[config.mk]
export PLATFORM = sky130hd
export DESIGN_NAME = ram_n
export DESIGN_NICKNAME = d
export VERILOG_FILES = /design/src/rtl/ram_n.sv
export SDC_FILE = /design/constraint.sdc
export NUM_CORES = 1
export LEC_CHECK = 0
export CORE_ASPECT_RATIO = 1.4
export CORE_MARGIN = 4
export CORE_UTILIZATION = 58
export DETAILED_ROUTE_END_ITERATION = 8
export GPL_TIMING_DRIVEN = 0
export PLACE_DENSITY = 0.79
export SYNTH_ARGS = -nofsm -noshare
export SYNTH_HDL_FRONTEND = slang
export SYNTH_SLANG_ARGS = --single-unit
[constraint.sdc]
create_clock -name clk -period 3.3 [get_ports clk]
set_input_delay 0.33 -clock clk [delete_from_list [all_inputs] [get_ports clk]]
set_output_delay 0.33 -clock clk [all_outputs]
set_load 0.1 [all_outputs]
[src/rtl/ram_n.sv]
// ram_n -- single-port, word-addressed RAM with a hardware clear sequencer.
//
// Parametrised successor to the fixed 8x16 RAM of the Hack-style datapath.
// After reset (or on a clear request) every word is swept to zero, one word
// per cycle, before the memory accepts writes; reads return 0 while busy.
//
// Parameters:
//   WIDTH   data word width in bits (>= 1)
//   DEPTH   number of words (>= 2, need not be a power of two)
//   ADDR_W  address width, derived from DEPTH (do not override)
//   REG_OUT 0 = combinational read, 1 = registered read (1-cycle latency)
//
// Ports:
//   clk      rising-edge clock
//   rst_n    asynchronous active-low reset
//   in       write data
//   load     write enable, sampled at posedge clk
//   address  read/write word address
//   clear    request to zero all locations (honoured only when idle)
//   out      read data (0 while busy or for out-of-range addresses)
//   busy     high while the clear sweep runs; writes are ignored

module ram_n #(
   parameter int WIDTH   = 16,
   parameter int DEPTH   = 8,
   parameter int ADDR_W  = $clog2(DEPTH),
   parameter int REG_OUT = 0
) (
   input  logic              clk,
   input  logic              rst_n,
   input  logic [WIDTH-1:0]  in,
   input  logic              load,
   input  logic [ADDR_W-1:0] address,
   input  logic              clear,
   output logic [WIDTH-1:0]  out,
   output logic              busy
);

   typedef enum logic {
      CLEAR,
      IDLE
   } state_t;

   // One extra bit so DEPTH itself is representable when it is a power of two.
   localparam logic [ADDR_W:0]   DEPTH_W = (ADDR_W+1)'(DEPTH);
   localparam logic [ADDR_W-1:0] LAST    = ADDR_W'(DEPTH - 1);

   state_t            state, state_nx;
   logic [ADDR_W-1:0] cnt, cnt_nx;
   logic [WIDTH-1:0]  mem [DEPTH];
   logic              addr_ok;
   logic              wr_en;
   logic [WIDTH-1:0]  rd_data;

   assign addr_ok = ({1'b0, address} < DEPTH_W);
   assign busy    = (state == CLEAR);
   // clear wins over load in the same cycle
   assign wr_en   = (state == IDLE) && load && !clear && addr_ok;

   always_comb begin
      rd_data = '0;
      if (addr_ok) begin
         rd_data = mem[address];
      end
   end

   // ---------------- state register ----------------
   always_ff @(posedge clk or negedge rst_n) begin
      if (!rst_n) begin
         state <= CLEAR;
         cnt   <= '0;
      end else begin
         state <= state_nx;
         cnt   <= cnt_nx;
      end
   end

   // ---------------- next-state logic ----------------
   always_comb begin
      state_nx = state;
      cnt_nx   = cnt;
      unique case (state)
         CLEAR: begin
            if (cnt == LAST) begin
               state_nx = IDLE;
               cnt_nx   = '0;
            end else begin
               cnt_nx = cnt + ADDR_W'(1);
            end
         end
         IDLE: begin
            if (clear) begin
               state_nx = CLEAR;
               cnt_nx   = '0;
            end
         end
         default: begin
            state_nx = CLEAR;
            cnt_nx   = '0;
         end
      endcase
   end

   // ---------------- storage (not reset; zeroed by the sweep) ----------------
   always_ff @(posedge clk) begin
      if (busy) begin
         mem[cnt] <= '0;
      end else if (wr_en) begin
         mem[address] <= in;
      end
   end

   // ---------------- read port ----------------
   generate
      if (REG_OUT != 0) begin : g_reg_out
         logic [WIDTH-1:0] out_q;

         // Read-before-write: samples the array value present before this edge.
         // Held at 0 during the sweep so the first idle cycle never shows
         // stale data captured mid-sweep.
         always_ff @(posedge clk or negedge rst_n) begin
            if (!rst_n) begin
               out_q <= '0;
            end else if (busy) begin
               out_q <= '0;
            end else begin
               out_q <= rd_data;
            end
         end

         // Gate as well: on the edge entering CLEAR, out_q still loads memory.
         assign out = busy ? '0 : out_q;
      end else begin : g_comb_out
         assign out = busy ? '0 : rd_data;
      end
   endgenerate

endmodule
-- Word level (Yosys, flattened, before mapping)
Memory sizes are Yosys's and may differ from the RTL's.
Cells that the tools add are included.
- flip-flop bits (word level): 4
- bits in writable memories: 128
- input bits: 23
- output and inout port bits: 17
- logic and storage cells: 25
- memories kept: 1
- add/subtract/negate cells: 1
- equality and inequality tests: 2
- muxes and demuxes: 14
- bitwise gates (word level): 1
- reductions and logical operators: 4
- memory list (memory ; words ; width ; read ports ; clocked after memory_dff ; wr ports ; line ; text):
    mem ; 8 ; 16 ; 1 ; 0 ; 1 ; 50 ; logic [WIDTH-1:0] mem [DEPTH];
- operator list (operator ; count):
    2-to-1 mux 16 bit ; 2
    OR reduction 16 bit ; 1
    2-to-1 mux 3 bit ; 3
    2-to-1 mux 1 bit ; 7
    one-hot mux 3 bit (2 select lines) ; 1
    adder 3 x 1 -> 3 bit, second input constant ; 1
    equality test 3 bit, second input constant ; 1
    logical AND 1 bit ; 2
    inequality test 2 bit, second input constant ; 1
    one-hot mux 1 bit (2 select lines) ; 1
    zero test 1 bit ; 1
    NOT 1 bit ; 1

-- Depth between registers and ports, before layout
Gate-level depths: netlist of run 1.
- depth after elaboration: 7
- gate-level depth with buffers: 6
- gate-level depth less buffers: 3

-- Least setup slack after synthesis of run 1
OpenSTA, ideal clock, no wires.
- path type: register to register
- start point: register state
- end point: memory mem[1][0] (enable)
- setup time: 409 ps
- arrival time: 2542 ps
- data required time: 2891 ps
- setup slack: 349 ps
- stages on the path, launching flop included: 4
- path buffers: 0
- clock period less this slack: 2951 ps
- cell sequence: dfrtp_1 -> inv_1 -> a22oi_1 -> nor3_1
- cells in the longest elaborated chain, start to end: 7
- elaborated cells on any way between the ends: 9
- classes of those cells: mux: 6; reduce/logical: 3
- RTL lines (item ; line ; text):
    from (decl) ; 48 ; state_t state, state_nx;
    from (signal assigned) ; 73 ; state <= state_nx;
    logical AND 1 bit (2 in a row) ; 58 ; assign wr_en = (state == IDLE) && load && !clear && addr_ok;
    2-to-1 mux 1 bit ; 108 ; end else if (wr_en) begin
    2-to-1 mux 1 bit ; 106 ; if (busy) begin
    2-to-1 mux 1 bit (implied by the code) ; 109 ; mem[address] <= in;
    OR reduction 16 bit (no line) ; - ;
    2-to-1 mux 3 bit (no line) / 2-to-1 mux 1 bit (equally long branches) ; - ;
    to (decl) ; 50 ;
Several ways; a longest one is shown, not always the timed one.

-- Worst setup path after layout of run 1
- start point: input port address[2]
- end point: output port out[10]
- cells in the longest elaborated chain, start to end: 2
- RTL lines (item ; line ; text):
    from (decl) ; 33 ; input logic [ADDR_W-1:0] address,
    memory read (8 x 16 bit) ; - ;
    2-to-1 mux 16 bit ; 134 ; assign out = busy ? '0 : rd_data;
    to (decl) ; 35 ; output logic [WIDTH-1:0] out,
Every way passes these cells.

==> out/metrics.cfg, run 1 <==
[outcome]
status = finished, final reports clean

[synth]
synthCells = 292
netlist_area_um2 = 5398
netlist.area_leader.share_pct = 71.21
yosysMostFrequentCell = edfxtp_1
synth-seq-area-share_pct = 73.06
async_reset_ff_share_pct = 3.030
synth_warnings = 0
synth_seq_cells = 132
synthTopCellsByArea = edfxtp_1 71%, mux2_2 6.7%, mux4_2 6.7%
synthTopCellsByCount = 128 x edfxtp_1, 32 x mux2_2, 18 x inv_1
synthFlopType = edfxtp_1
synth_edf_count = 128
synth_nets = 317
avgSynthCellArea_um2 = 18.49
synth_top_area_cell = edfxtp_1
synth.distinct_cells = 30

[timing]
rsz0062_at_grt = false
clock_skew_ns = 0.006892
setup_viol = 0
fin_tns_setup_ns = 0
max_freq_mhz = 318.3
slew_violations = 0
hold_viol = 0
timing.final.crit_share_pct = 95.21
relSlewSlack_pct = 31.09
final.min_clock_period_ns = 3.142
worst_pin_slew_ns = 1.028

[worst_setup_path]
worstSetupPathType = in -> out
crit_chain = clkdlybuf4s50_1 > nand2b_1 > clkbuf_1 > buf_2 > o221ai_1 > a21oi_1 > clkdlybuf4s15_1
r2r_cells = 6
path_delay_family = buffers and inverters
crit_slowest_cell = clkdlybuf4s15_1
crit_arrival_ns = 2.81
start_kind = primary input
required_ns = 2.97
cp_num_cells = 7
cp-end-kind = output pin
cp_slowest_stage_delay_ns = 0.86
r2r_setup_slack_ns = 0.82
cp_num_buf_inv = 4
cp_max_fo = 10

[power]
combPwrFrac_pct = 28.7
seqPwrFrac_pct = 40.7
powerDensity_nw_per_um2 = 930.6
ir_drop_mv = 0.5841
p_leak_nw = 2.411
p_clk_share_pct = 30.7
p_sw_share_pct = 32.54
power_mw = 6.190
p_switching_mw = 2.014
p_int_mw = 4.176

[cts]
root_buffer = clkbuf_16
post_cts_buffers = 0
cts_tree = yes
path_clk_slew_ns = 0.06
clkLatencyLatePin_ns = 0.41
numCtsBuffers = 17
cts_max_level = 4
cts_hold_buf = 0
cts.sinks = 132
max-clock-path-buffers = 2

[drt]
drt-total-wl_mm = 11.51
first_pass_iters = 4
wl_per_cell_um = 24.09
drc = 0
drtIter0Drc = 140
vias = 2891
viasPerCell = 6.048
antenna_left = 0

[global_route]
grtUsageTotal_pct = 24.01
antenna_found_initial = 0
globalRouteOverflowTotal = 0
grt_pass1_wl_mm = 17.96
grt_pass1_vias = 3139
grt_max_degree = 17

[min_path]
holdCritPathClass = in -> async

[floorplan]
std_cell_rows = 41
num_io_pins = 40
dieArea_um2 = 10940
die_height_um = 122.1
core_um2 = 9029
start_util_pct = 59.78
die_x_um = 89.53

[layout]
diodes = 0
area_delta_synth_final_pct = 23.23
layout.nets = 384
design_area_um2 = 6651
drive_above_1_share_pct = 30.73
fillCellCount = 548

[placed_design]
port_buffers = 38
globalplace.congestion = 0.7687
dp_hpwl_mm = 7.634
placed_area_um2 = 6072

[job]
drv_cap = 0

power by group through the flow:
| stage | clock, mW | combinational, mW | sequential [mW] |
|---|---|---|---|
| after floorplan | 0 | 1.18 | 2.51 |
| after global placement | 0 | 1.58 | 2.54 |
| after detailed placement | 0 | 1.80 | 2.55 |
| after CTS | 1.92 | 1.79 | 2.52 |
| after global routing | 1.99 | 1.88 | 2.55 |
| final | 1.90 | 1.77 | 2.52 |
sequential cells by signal (all words and copies together) (netlist names):
| name | cells |
|---|---|
| cnt | 3 |
| mem | 128 |
| state | 1 |
area by class of cell:
| cell class | count | area [µm²] | area share, % |
|---|---|---|---|
| inverter | 18 | 67.56 | 1.016 |
| timing repair buffer | 48 | 484.2 | 7.280 |
| clock inverter | 12 | 162.7 | 2.445 |
| clock buffer | 19 | 432.9 | 6.509 |
| sequential | 132 | 3944 | 59.29 |
| multi-input combinational | 123 | 1285 | 19.32 |
| buffer | 19 | 141.4 | 2.126 |
| tap | 107 | 133.9 | 2.013 |
cells by family (layout without fill, tap and decap cells):
| logic type | Yosys count | after routing | share of synthesized area, % |
|---|---|---|---|
| multiplexers | 52 | 52 | 14.35 |
| AO/OA/AOI/OAI | 38 | 38 | 4.914 |
| adder cells (fa/ha/maj) | 2 | 2 | 0.4635 |
| buffers and inverters | 37 | 116 | 3.871 |
| AND/OR/NAND/NOR | 31 | 31 | 3.338 |
| flip-flops | 132 | 132 | 73.06 |
per-stage QoR:
step,hold slack [ns],std cells,util (%),setup slack [ns]
3_5_place_dp,0.5355,447,67.25,-0.1337
5_1_grt,0.1269,478,73.67,0.003578
4_1_cts,0.1133,478,73.71,0.03625
3_3_place_gp,0.5248,437,65.48,-1.119
6_report,0.1214,478,73.67,0.1581
2_1_floorplan,0.03441,292,-,0.3486
what timing repair did:
action                                  4_1_cts  5_1_grt
endpoints found under the setup margin       10        4
gates resized for setup                      10        6
pin swaps                                     0        0
cloned                                        0        0
cells in the final DEF (no fill, tap or decap), types with 5 or more instances in the layout:
cell and count:
mux4_2 16, buf_6 14, nor3_2 8, edfxtp_1 128, mux2_2 32, a21oi_1 17
o221ai_1 16, buf_4 5, dlygate4sd2_1 7, inv_1 18, clkbuf_16 17, clkdlybuf4s50_1 27
and2_1 16
per-layer routing:
metal | global-route usage, % | up-vias | routed length (µm)
met1 | 27.80 | 1491 | 4338
met5 | 0 | - | 0
met2 | 41.33 | 86 | 6481
li1 | - | 1292 | -
met4 | 9.404 | 0 | 246
met3 | 7.037 | 22 | 446
path summary, 6_finish.rpt:
| check | startpoint | to |
|---|---|---|
| max in group asynchronous | rst_n | cnt[1] |
| min in group clk | clear | cnt[2] |
| worst max-delay path | address[2] | out[10] |
| worst min register to register | cnt[0] | cnt[0] |
| worst max register to register | state | mem[7][14] |
| worst min-delay path | rst_n | cnt[2] |
Note: power is estimated with default switching activity, not from simulation.
==> run 2: changes to the inputs <==
--- a/config.mk
+++ b/config.mk
@@ -5,12 +5,12 @@
 export SDC_FILE = /design/constraint.sdc
 export NUM_CORES = 1
 export LEC_CHECK = 0
+export CAP_MARGIN = 20
 export CORE_ASPECT_RATIO = 1.4
 export CORE_MARGIN = 4
-export CORE_UTILIZATION = 58
+export CORE_UTILIZATION = 38
 export DETAILED_ROUTE_END_ITERATION = 8
 export GPL_TIMING_DRIVEN = 0
-export PLACE_DENSITY = 0.79
 export SYNTH_ARGS = -nofsm -noshare
 export SYNTH_HDL_FRONTEND = slang
 export SYNTH_SLANG_ARGS = --single-unit
==> run 2 against run 1 <==
- utilization down 25 points
- fmax up 0.18%
- sequential cell count is the same
- sequential power about the same
- critical path depth is the same
- clock skew shrank 0.00095 ns
- global-route usage fell by 8.6 points
==> out/metrics.cfg, run 2 (same netlist as run 1, synthesis figures left out) <==
[layout]
final_common_cell = edfxtp_1  ; unchanged
top_register = mem  ; unchanged
largest_registers = mem x128, cnt x3, state x1  ; unchanged
largest_reg_flops = 128  ; unchanged
fillCellCount = 1221  ; was 548
layout.nets = 388  ; was 384
seq_area_um2 = 3944  ; unchanged
area_delta_synth_final_pct = 25.75  ; was 23.23%
final_cell_mix = 128 x edfxtp_1, 32 x mux2_2, 27 x clkdlybuf4s50_1, 18 x inv_1, 18 x buf_6  ; was 128 x edfxtp_1, 32 x mux2_2, 27 x clkdlybuf4s50_1, 18 x inv_1
drive_above_1_share_pct = 31.12  ; was 30.73%
diodes = 0  ; unchanged
multiInputGateArea_um2 = 1285  ; unchanged

[power]
p_leak_nw = 2.426  ; was 2.411 nW
ir_drop_mv = 0.3391  ; was 0.5841 mV
powerDensity_nw_per_um2 = 915.8  ; was 930.6 nW/µm²

[drt]
drt-total-wl_mm = 11.39  ; was 11.51 mm
first_pass_iters = 4  ; unchanged
wl_per_cell_um = 20.30  ; was 24.09 µm
viasPerCell = 4.979  ; was 6.048
drc = 0  ; unchanged
vias = 2793  ; was 2891
drtIter0Drc = 112  ; was 140
antenna_left = 0  ; unchanged

[min_path]
holdCritPathClass = in -> async  ; unchanged

[floorplan]
core_um2 = 13910  ; was 9029 µm²
die_x_um = 108.7  ; was 89.53 µm
std_cell_rows = 51  ; was 41
start_util_pct = 38.80  ; was 59.78%
num_io_pins = 40  ; unchanged
die_height_um = 149.0  ; was 122.1 µm
dieArea_um2 = 16200  ; was 10940 µm²

[cts]
path_clk_slew_ns = 0.05  ; was 0.06 ns
root_buffer = clkbuf_16  ; unchanged
cts.sinks = 132  ; unchanged
numCtsBuffers = 17  ; unchanged
max-clock-path-buffers = 2  ; unchanged
cts_max_level = 4  ; unchanged
cts_tree = yes  ; unchanged
clkLatencyLatePin_ns = 0.41  ; about the same

[placed_design]
port_buffers = 38  ; unchanged
post-place-ws_ns = -0.1898  ; was -0.1337 ns
dp_hpwl_mm = 7.893  ; was 7.634 mm
globalplace.congestion = 0.7417  ; was 0.7687

[worst_setup_path]
crit_chain = clkdlybuf4s50_1 > buf_4 > or2_1 > buf_6 > o221ai_1 > a21oi_1 > clkdlybuf4s50_1  ; was clkdlybuf4s50_1 > nand2b_1 > clkbuf_1 > buf_2 > o221ai_1 > a21oi_1 > clkdlybuf4s15_1
cp_slowest_stage_delay_ns = 1.18  ; was 0.86 ns
start_kind = primary input  ; unchanged
path_delay_family = buffers and inverters  ; unchanged
crit_arrival_ns = 2.81  ; about the same
crit_slowest_cell = clkdlybuf4s50_1  ; was clkdlybuf4s15_1
cp_num_buf_inv = 4  ; unchanged
worstSetupPathType = in -> out  ; unchanged
cp-end-kind = output pin  ; unchanged
cp_max_fo = 10  ; unchanged
required_ns = 2.97  ; about the same
cpMostUsedCell = clkdlybuf4s50_1

[timing]
setup_ws_ns = 0.1638  ; was 0.1581 ns
timing.final.crit_share_pct = 95.04  ; was 95.21%
setup_viol = 0  ; unchanged
hold_viol = 0  ; unchanged
rsz0062_at_grt = false  ; unchanged
hold_slack_ns = 0.1243  ; was 0.1214 ns
fin_tns_setup_ns = 0  ; unchanged
slew_violations = 0  ; unchanged
max_freq_mhz = 318.9  ; was 318.3 MHz
final.min_clock_period_ns = 3.136  ; was 3.142 ns
clock_skew_ns = 0.005938  ; was 0.006892 ns
worst_pin_slew_ns = 0.9725  ; was 1.028 ns
relSlewSlack_pct = 34.96  ; was 31.09%

[global_route]
grtUsageTotal_pct = 15.38  ; was 24.01%
grt_pass1_wl_mm = 17.63  ; was 17.96 mm
grt_pass1_vias = 3060  ; was 3139
grt_max_degree = 17  ; unchanged
antenna_found_initial = 0  ; unchanged
globalRouteOverflowTotal = 0  ; unchanged

[job]
drv_cap = 0  ; unchanged

[outcome]
status = finished, final reports clean  ; unchanged

[run 2: cell types whose count changed in the layout (fill, tap and decap cells not counted), sizes merged]
cell	previous run	this run
buf	26	30
clkinv	6	4
dlygate4sd2	7	6
clkbuf	24	28
[run 2: worst reg2reg max path, cell delays in order, from the launching register on]
cell     delay (ns)
dfrtp_1        0.36
and3b_1        0.18
buf_6          0.12
buf_6          0.15
a22oi_1        0.18
nor3_2         0.82
buf_4          0.35
[run 2: cell type report]
cell class	count	share of cell area (%)
buffer	19	2.083
clock inverter	10	2.304
timing repair buffer	52	7.631
multi-input combinational	123	18.93
inverter	18	0.9954
sequential	132	58.10
clock buffer	22	6.544
tap	185	3.410
[run 2: what timing repair did]
action                                  CTS  global route
gates cloned                              0             0
buffers inserted                          0             0
endpoints found under the setup margin   10             5
hold buffers                              0             0
gates resized for setup                  10             8
[run 2: power by group]
part	leakage, nW	internal [mW]	total, mW	switching [mW]
registers	1.28	2.39	2.50	0.108
clock network	0.283	1.26	1.91	0.655
logic	0.858	0.572	1.81	1.24
total	2.43	4.22	6.22	2.00
[run 2: path summary, 6_finish.rpt]
check / startpoint / to / slack [ns] / cells past startpoint
worst max register to register: state / mem[7][6] / 0.83 / 6
worst min-delay path: rst_n / cnt[2] / 0.12 / 1
max in group asynchronous: rst_n / cnt[1] / 3.01 / 1
worst min register to register: cnt[1] / cnt[1] / 0.56 / 1
min in group clk: clear / cnt[2] / 0.52 / 2
worst max-delay path: address[1] / out[1] / 0.16 / 7
[run 2: metrics by stage]
step	instance area, µm²	utilization [%]	cells	total power, mW
floorplan	5398	-	292	3.683
global placement	6010	43.20	515	4.163
detailed placement	6207	44.62	529	4.397
CTS	6795	48.85	561	6.285
global route	6788	48.79	561	6.485
finish	6788	48.79	561	6.216
[run 2: metal layers]
metal  GRT usage [%]  up-vias  routed length, µm
met1           16.96     1414               4213
met4           5.243        0                188
met3           4.028       13                460
li1                -     1298                  -
met2           28.25       68               6529
met5               0        -                  0
==> run 3: changes to the inputs <==
--- a/config.mk
+++ b/config.mk
@@ -9,6 +9,7 @@
 export CORE_ASPECT_RATIO = 1.4
 export CORE_MARGIN = 4
 export CORE_UTILIZATION = 38
+export CTS_CLUSTER_SIZE = 24
 export DETAILED_ROUTE_END_ITERATION = 8
 export GPL_TIMING_DRIVEN = 0
 export SYNTH_ARGS = -nofsm -noshare
==> results of run 3 <==
No change in the layout: final DEF, timing and power equal those of run 2.
